--- config.mk ---
export PLATFORM = sky130hd
export DESIGN_NAME = tft_timing_ctrl
export DESIGN_NICKNAME = d
export VERILOG_FILES = /design/src/rtl/tft_timing_ctrl.sv
export SDC_FILE = /design/constraint.sdc
export NUM_CORES = 1
export LEC_CHECK = 0
export BUFFER_PORTS_ARGS = -buffer_cell sky130_fd_sc_hd__buf_2
export CORE_MARGIN = 2
export CORE_UTILIZATION = 50
export CTS_CLUSTER_DIAMETER = 60
export CTS_CLUSTER_SIZE = 25
export DETAILED_ROUTE_END_ITERATION = 6
export PLACE_DENSITY = 0.75
export SKIP_LAST_GASP = 1
export SLEW_MARGIN = 20
export SYNTH_ARGS = -nofsm -noshare
export SYNTH_HDL_FRONTEND = slang
export SYNTH_SLANG_ARGS = --single-unit
--- constraint.sdc ---
create_clock -name TFT_CLK -period 6.85 [get_ports TFT_CLK]
set_clock_uncertainty 0.2 [all_clocks]
set_input_delay 1.37 -clock TFT_CLK [delete_from_list [all_inputs] [get_ports TFT_CLK]]
set_output_delay 1.37 -clock TFT_CLK [all_outputs]
set_load 0.01 [all_outputs]
--- src/rtl/tft_timing_ctrl.sv ---
// tft_timing_ctrl
//   TFT panel controller: power sequencing (EN -> data -> DISP -> backlight and the
//   reverse), H/V timing with DE generation, pixel request handshake towards an
//   upstream pixel source, and a programmable backlight PWM.
// Ports
//   TFT_CLK      pixel clock
//   reset        synchronous active-high reset
//   power_req    1 = panel on requested, 0 = power down
//   pwm_duty     backlight high-time in clocks per PWM period
//   pix_r/g/b    upstream pixel, valid when pix_req=1
//   pix_req      consume pixel this cycle (combinational)
//   frame_start  first active pixel of the frame is being requested (combinational)
//   TFT_EN       panel power enable
//   TFT_DISP     display on
//   TFT_DE       data enable
//   LED_EN       backlight PWM output
//   TFT_R/G/B    pixel data to panel
//   pwr_state    sequencer state (debug)
module tft_timing_ctrl #(
  parameter int COLOR_W    = 8,
  parameter int H_ACTIVE   = 480,
  parameter int H_BLANK    = 45,
  parameter int V_ACTIVE   = 272,
  parameter int V_BLANK    = 16,
  parameter int T1_CYC     = 9000,
  parameter int T2_CYC     = 9000,
  parameter int T3_CYC     = 1440000,
  parameter int T4_CYC     = 900000,
  parameter int PWM_PERIOD = 900,
  parameter int DUTY_W     = 10
) (
  input  logic               TFT_CLK,
  input  logic               reset,
  input  logic               power_req,
  input  logic [DUTY_W-1:0]  pwm_duty,
  input  logic [COLOR_W-1:0] pix_r,
  input  logic [COLOR_W-1:0] pix_g,
  input  logic [COLOR_W-1:0] pix_b,
  output logic               pix_req,
  output logic               frame_start,
  output logic               TFT_EN,
  output logic               TFT_DISP,
  output logic               TFT_DE,
  output logic               LED_EN,
  output logic [COLOR_W-1:0] TFT_R,
  output logic [COLOR_W-1:0] TFT_G,
  output logic [COLOR_W-1:0] TFT_B,
  output logic [2:0]         pwr_state
);

  typedef enum logic [2:0] {
    S_OFF       = 3'd0,
    S_EN_WAIT   = 3'd1,
    S_DISP_WAIT = 3'd2,
    S_BL_WAIT   = 3'd3,
    S_RUN       = 3'd4,
    S_BL_OFF    = 3'd5,
    S_EN_HOLD   = 3'd6
  } state_t;

  localparam int H_TOT = H_ACTIVE + H_BLANK;
  localparam int V_TOT = V_ACTIVE + V_BLANK;
  localparam int HW    = (H_TOT > 1) ? $clog2(H_TOT) : 1;
  localparam int VW    = (V_TOT > 1) ? $clog2(V_TOT) : 1;
  localparam int PW    = (PWM_PERIOD > 1) ? $clog2(PWM_PERIOD) : 1;
  localparam int T_A   = (T1_CYC > T2_CYC) ? T1_CYC : T2_CYC;
  localparam int T_B   = (T3_CYC > T4_CYC) ? T3_CYC : T4_CYC;
  localparam int T_MAX = (T_A > T_B) ? T_A : T_B;
  localparam int WW    = $clog2(T_MAX + 1);

  localparam logic [HW-1:0] H_LAST = HW'(H_TOT - 1);
  localparam logic [HW-1:0] H_ACT  = HW'(H_ACTIVE);
  localparam logic [VW-1:0] V_LAST = VW'(V_TOT - 1);
  localparam logic [VW-1:0] V_ACT  = VW'(V_ACTIVE);
  localparam logic [PW-1:0] P_LAST = PW'(PWM_PERIOD - 1);
  localparam logic [WW-1:0] T1_C   = WW'(T1_CYC);
  localparam logic [WW-1:0] T2_C   = WW'(T2_CYC);
  localparam logic [WW-1:0] T3_C   = WW'(T3_CYC);
  localparam logic [WW-1:0] T4_C   = WW'(T4_CYC);

  // Panel timing runs from data start until the backlight power-down begins.
  function automatic logic timing_on(input state_t s);
    return (s == S_DISP_WAIT) || (s == S_BL_WAIT) || (s == S_RUN);
  endfunction

  state_t               state_q, state_d;
  logic [WW-1:0]        wcnt_q, wcnt_d;
  logic [HW-1:0]        hcnt_q, hcnt_d;
  logic [VW-1:0]        vcnt_q, vcnt_d;
  logic [PW-1:0]        pcnt_q, pcnt_d;
  logic [DUTY_W-1:0]    duty_q, duty_d;
  logic                 en_q, en_d;
  logic                 disp_q, disp_d;
  logic                 gate_q, gate_d;
  logic                 led_q, led_d;
  logic                 de_q, de_d;
  logic [COLOR_W-1:0]   r_q, r_d, g_q, g_d, b_q, b_d;
  logic                 h_wrap_s;

  assign pix_req     = timing_on(state_q) && (hcnt_q < H_ACT) && (vcnt_q < V_ACT);
  assign frame_start = pix_req && (hcnt_q == '0) && (vcnt_q == '0);
  assign h_wrap_s    = (hcnt_q == H_LAST);

  // Power sequencer next state; power_req low aborts any power-up wait.
  always_comb begin
    state_d = state_q;
    case (state_q)
      S_OFF:       if (power_req) state_d = S_EN_WAIT; else state_d = S_OFF;
      S_EN_WAIT:   if (!power_req) state_d = S_BL_OFF;
                   else if (wcnt_q == T1_C) state_d = S_DISP_WAIT;
                   else state_d = S_EN_WAIT;
      S_DISP_WAIT: if (!power_req) state_d = S_BL_OFF;
                   else if (wcnt_q == T2_C) state_d = S_BL_WAIT;
                   else state_d = S_DISP_WAIT;
      S_BL_WAIT:   if (!power_req) state_d = S_BL_OFF;
                   else if (wcnt_q == T3_C) state_d = S_RUN;
                   else state_d = S_BL_WAIT;
      S_RUN:       if (!power_req) state_d = S_BL_OFF; else state_d = S_RUN;
      S_BL_OFF:    if (wcnt_q == T3_C) state_d = S_EN_HOLD; else state_d = S_BL_OFF;
      S_EN_HOLD:   if (wcnt_q == T4_C) state_d = S_OFF; else state_d = S_EN_HOLD;
      default:     state_d = S_OFF;
    endcase
  end

  // Wait counter (entry clock counts as 1), sequencer outputs, H/V timing, PWM and pixel path.
  always_comb begin
    if (state_d != state_q) begin
      wcnt_d = WW'(1);
    end else if ((state_q == S_OFF) || (state_q == S_RUN)) begin
      wcnt_d = '0;
    end else begin
      wcnt_d = wcnt_q + WW'(1);
    end

    // Outputs follow the state being entered so they change together with pwr_state.
    // DISP only survives into BL_OFF if it had already been raised.
    en_d   = (state_d inside {S_EN_WAIT, S_DISP_WAIT, S_BL_WAIT, S_RUN, S_BL_OFF});
    disp_d = (state_d == S_BL_WAIT) || (state_d == S_RUN) || ((state_d == S_BL_OFF) && disp_q);
    gate_d = (state_d == S_RUN);

    // Counters restart from zero on every entry into the timing-active states.
    if (timing_on(state_q) && timing_on(state_d)) begin
      hcnt_d = h_wrap_s ? '0 : hcnt_q + HW'(1);
      if (h_wrap_s) begin
        vcnt_d = (vcnt_q == V_LAST) ? '0 : vcnt_q + VW'(1);
      end else begin
        vcnt_d = vcnt_q;
      end
    end else begin
      hcnt_d = '0;
      vcnt_d = '0;
    end

    // Duty is taken at the start of each period and also used for that first clock.
    pcnt_d = (pcnt_q == P_LAST) ? '0 : pcnt_q + PW'(1);
    duty_d = (pcnt_q == '0) ? pwm_duty : duty_q;
    led_d  = gate_q && ({{DUTY_W{1'b0}}, pcnt_q} < {{PW{1'b0}}, duty_d});

    de_d = pix_req;
    r_d  = pix_req ? pix_r : '0;
    g_d  = pix_req ? pix_g : '0;
    b_d  = pix_req ? pix_b : '0;
  end

  // State and output registers with synchronous reset.
  always_ff @(posedge TFT_CLK) begin
    if (reset) begin
      state_q <= S_OFF;
      wcnt_q  <= '0;
      hcnt_q  <= '0;
      vcnt_q  <= '0;
      pcnt_q  <= '0;
      duty_q  <= '0;
      en_q    <= 1'b0;
      disp_q  <= 1'b0;
      gate_q  <= 1'b0;
      led_q   <= 1'b0;
      de_q    <= 1'b0;
      r_q     <= '0;
      g_q     <= '0;
      b_q     <= '0;
    end else begin
      state_q <= state_d;
      wcnt_q  <= wcnt_d;
      hcnt_q  <= hcnt_d;
      vcnt_q  <= vcnt_d;
      pcnt_q  <= pcnt_d;
      duty_q  <= duty_d;
      en_q    <= en_d;
      disp_q  <= disp_d;
      gate_q  <= gate_d;
      led_q   <= led_d;
      de_q    <= de_d;
      r_q     <= r_d;
      g_q     <= g_d;
      b_q     <= b_d;
    end
  end

  assign TFT_EN    = en_q;
  assign TFT_DISP  = disp_q;
  assign TFT_DE    = de_q;
  assign LED_EN    = led_q;
  assign TFT_R     = r_q;
  assign TFT_G     = g_q;
  assign TFT_B     = b_q;
  assign pwr_state = state_q;

endmodule

==> flow_summary.yaml <==
floorplan:
  die-height_um: 96.6
  rows: 33
  ios: 70
  die_area_sq_um: 9320
  core_area_sq_um: 8260
  fp.dieW_um: 96.6
  start_util: 0.519
final_layout:
  final_common_cell: "dfxtp_1"
  final_util: 0.591
  insertedDiodeCount: 0
  area_growth_pct: 13.9
  drive_gt1_frac: 0.192
  nets: 580
  layout_common_cells: "dfxtp_1, buf_2, nor2_1"
  fill_cells: 734
timing:
  rsz0062_at_grt: "no"
  relSlewSlack: 0.359
  final.min_clock_period_ns: 3.54
  period_share: 0.516
  maxSlewViolCount: 0
  max_freq_mhz: 283
  setup-violations-final: 0
  final.setup.tns_ns: 0
  setup_slack_ns: 3.31
  hold_viol_final: 0
  tightest_slew_ns: 0.956
power:
  seq_power_share: 0.538
  p_comb_frac: 0.094
  clockPowerShare: 0.368
  leakagePower_nw: 2.03
  swShare: 0.261
  power.density_nw_per_um2: 212
  intPower_w: 0.000764
  power_w: 0.00103
  switchingPower_w: 0.000270
  ir_drop_v: 0.000125
synth:
  synthFlopType: "dfxtp_1"
  synth_compound_area_frac: 0.0669
  synth-xor-area-share: 0.0859
  synth_area_leaders: "dfxtp_1, ha_1, xor2_1"
  syn-num-nets: 522
  muxShareOfSynthArea: 0.0304
  synth-simple-area-share: 0.295
  postSynthAreaPerCell_sq_um: 9.15
  synth_warnings: 0
  synth_enable_flop_cells: 0
  synth_top_area_share: 0.430
  yosysUniqueCellTypes: 58
  post-synth-top-area-cell: "dfxtp_1"
  synthAdderAreaFrac: 0.0496
  ys_seq_area_frac: 0.430
  synth_top_family_by_area: "simple AND/OR/NAND/NOR gates"
  synth_seq_cells: 92
  syn_area_sq_um: 4280
  synth-async-reset-ratio: 0
  syn_inst: 468
clocking:
  clk_latency_ns: 0.36
  cts_setup_buffers: 0
  hold_buffers: 0
  htreeDepth: 3
  cts_resized: 0
  numCtsBuffers: 9
  cts_tree: "built"
  clock-sinks: 92
  clk_pin_slew_worst_paths_ns: 0.09
  clock_tree.root_cell: "clkbuf_8"
  cts_buffer_depth: 2
drt:
  vias: 3534
  wl_met2_um: 4300
  wl_per_cell_um: 14.0
  viasPerCell: 5.56
  drc: 0
  drtAntennaViolNets: 0
  drtIter0Drc: 161
  met1Wirelength_um: 4150
  wl_um: 8930
  dr_wl_met3_um: 318
  drt_first_pass_iters: 4
  top_layer: "met4"
placed_design:
  place_congestion: 0.852
  port_buffers: 69
  hpwl_um: 6350
  dpl_worst_slack_ns: 3.46
global_route:
  grt_pass1_wl_um: 14900
  antenna_found_initial: 0
  grt_max_degree: 28
  grt_remaining_overflow: 0
  grt_pass1_vias: 3352
  grt_util_all_layers: 0.203
hold_path:
  worstHoldPathType: "flop to flop"
  holdPathStages: 2
  worstHoldStart: "gate_q$_SDFF_PP0_"
job:
  cap_violations: 0
critical_path:
  r2r-start: "pcnt_q[0]$_SDFF_PP0_"
  worst_ep_required_time_ns: 5.28
  arrival_ns: 1.97
  path_class: "flop to output pin"
  cp-end-kind: "output pin"
  cp_max_fo: 26
  cp-start-kind: "flop"
  reg2reg_slack_ns: 3.52
  startpoint: "pwr_state[1]$_SDFF_PP0_"
  reg2reg_depth: 11
run_status:
  status: "completed"
-- layout make-up --
type	count	area [sq um]	share of cell area
clock inverters	7	85.1	0.0174
inverters	17	63.8	0.0131
flip-flops and latches	92	1840	0.377
multi-input cells	334	2270	0.464
repair buffers	72	368	0.0754
well taps	105	131	0.0269
clock buffers	9	124	0.0254
-- cell usage after synthesis (all sizes together), types with 2 or more instances --
cell,n
dfxtp,92
nor2,46
nand2,30
and3,28
nor4,27
xor2,24
nor3,20
xnor2,18
ha,17
inv,17
nand3,17
nand4,17
clkbuf,16
a21oi,13
mux2i,13
buf,9
or3,7
and4,5
and2,4
nor4b,4
o21ai,4
or4,4
a31oi,3
nand2b,3
a211oi,2
a21o,2
a41o,2
and4b,2
nand4b,2
nor3b,2
nor4bb,2
o2111ai,2
-- state kept, by name, summed over array words and instances, names as in the netlist --
signal	flops
pcnt_q	10
LED_EN	1
wcnt_q	21
hcnt_q	10
TFT_G	8
TFT_R	8
pwr_state	3
TFT_DISP	1
TFT_DE	1
vcnt_q	9
TFT_B	8
duty_q	10
gate_q	1
TFT_EN	1
-- path summary, 6_finish.rpt --
check | end
hold reg to reg | LED_EN$_SDFF_PP0_
setup reg to reg | LED_EN$_SDFF_PP0_
setup / recovery | pix_req
hold / removal | LED_EN$_SDFF_PP0_
-- metrics by stage --
stage	hold WS, ns	cells	area, sq um
final	0.262	636	4880
after global routing	0.261	636	4880
after CTS	0.255	636	4880
after detailed placement	0.242	620	4670
after global placement	0.241	620	4670
after floorplan	0.213	468	4280
-- critical path: stages, from the launching register on --
cell and delay [ns]:
dfxtp_1 0.45, nor2_1 0.26, mux2i_1 0.14, nand2b_1 0.19
a21oi_1 0.13, buf_4 0.25, buf_2 0.17
-- power by group through the flow --
stage | clock network (W) | logic [W] | registers (W)
after floorplan | 0 | 0.0000684 | 0.000568
after global placement | 0 | 0.0000943 | 0.000569
after detailed placement | 0 | 0.0000969 | 0.000569
after CTS | 0.000388 | 0.0000974 | 0.000557
after global routing | 0.000415 | 0.000109 | 0.000559
final | 0.000381 | 0.0000968 | 0.000557
-- layer usage --
| layer | vias up | track usage |
|---|---|---|
| li1 | 1798 | - |
| met2 | 63 | 0.334 |
| met5 | - | 0 |
| met1 | 1658 | 0.259 |
| met4 | 0 | 0.0833 |
| met3 | 15 | 0.0419 |
-- logic make-up (layout without fill, tap and decap cells) --
kind of cell | Yosys count | count (layout)
DFF | 92 | 92
muxes | 13 | 13
adders and majority gates | 17 | 17
xor gates and xnor gates | 42 | 42
and+or+nand+nor | 224 | 224
AOI/OAI and AO/OA | 38 | 38
buffers and inverters | 42 | 105
No activity file was read; power rests on OpenSTA's default activity.
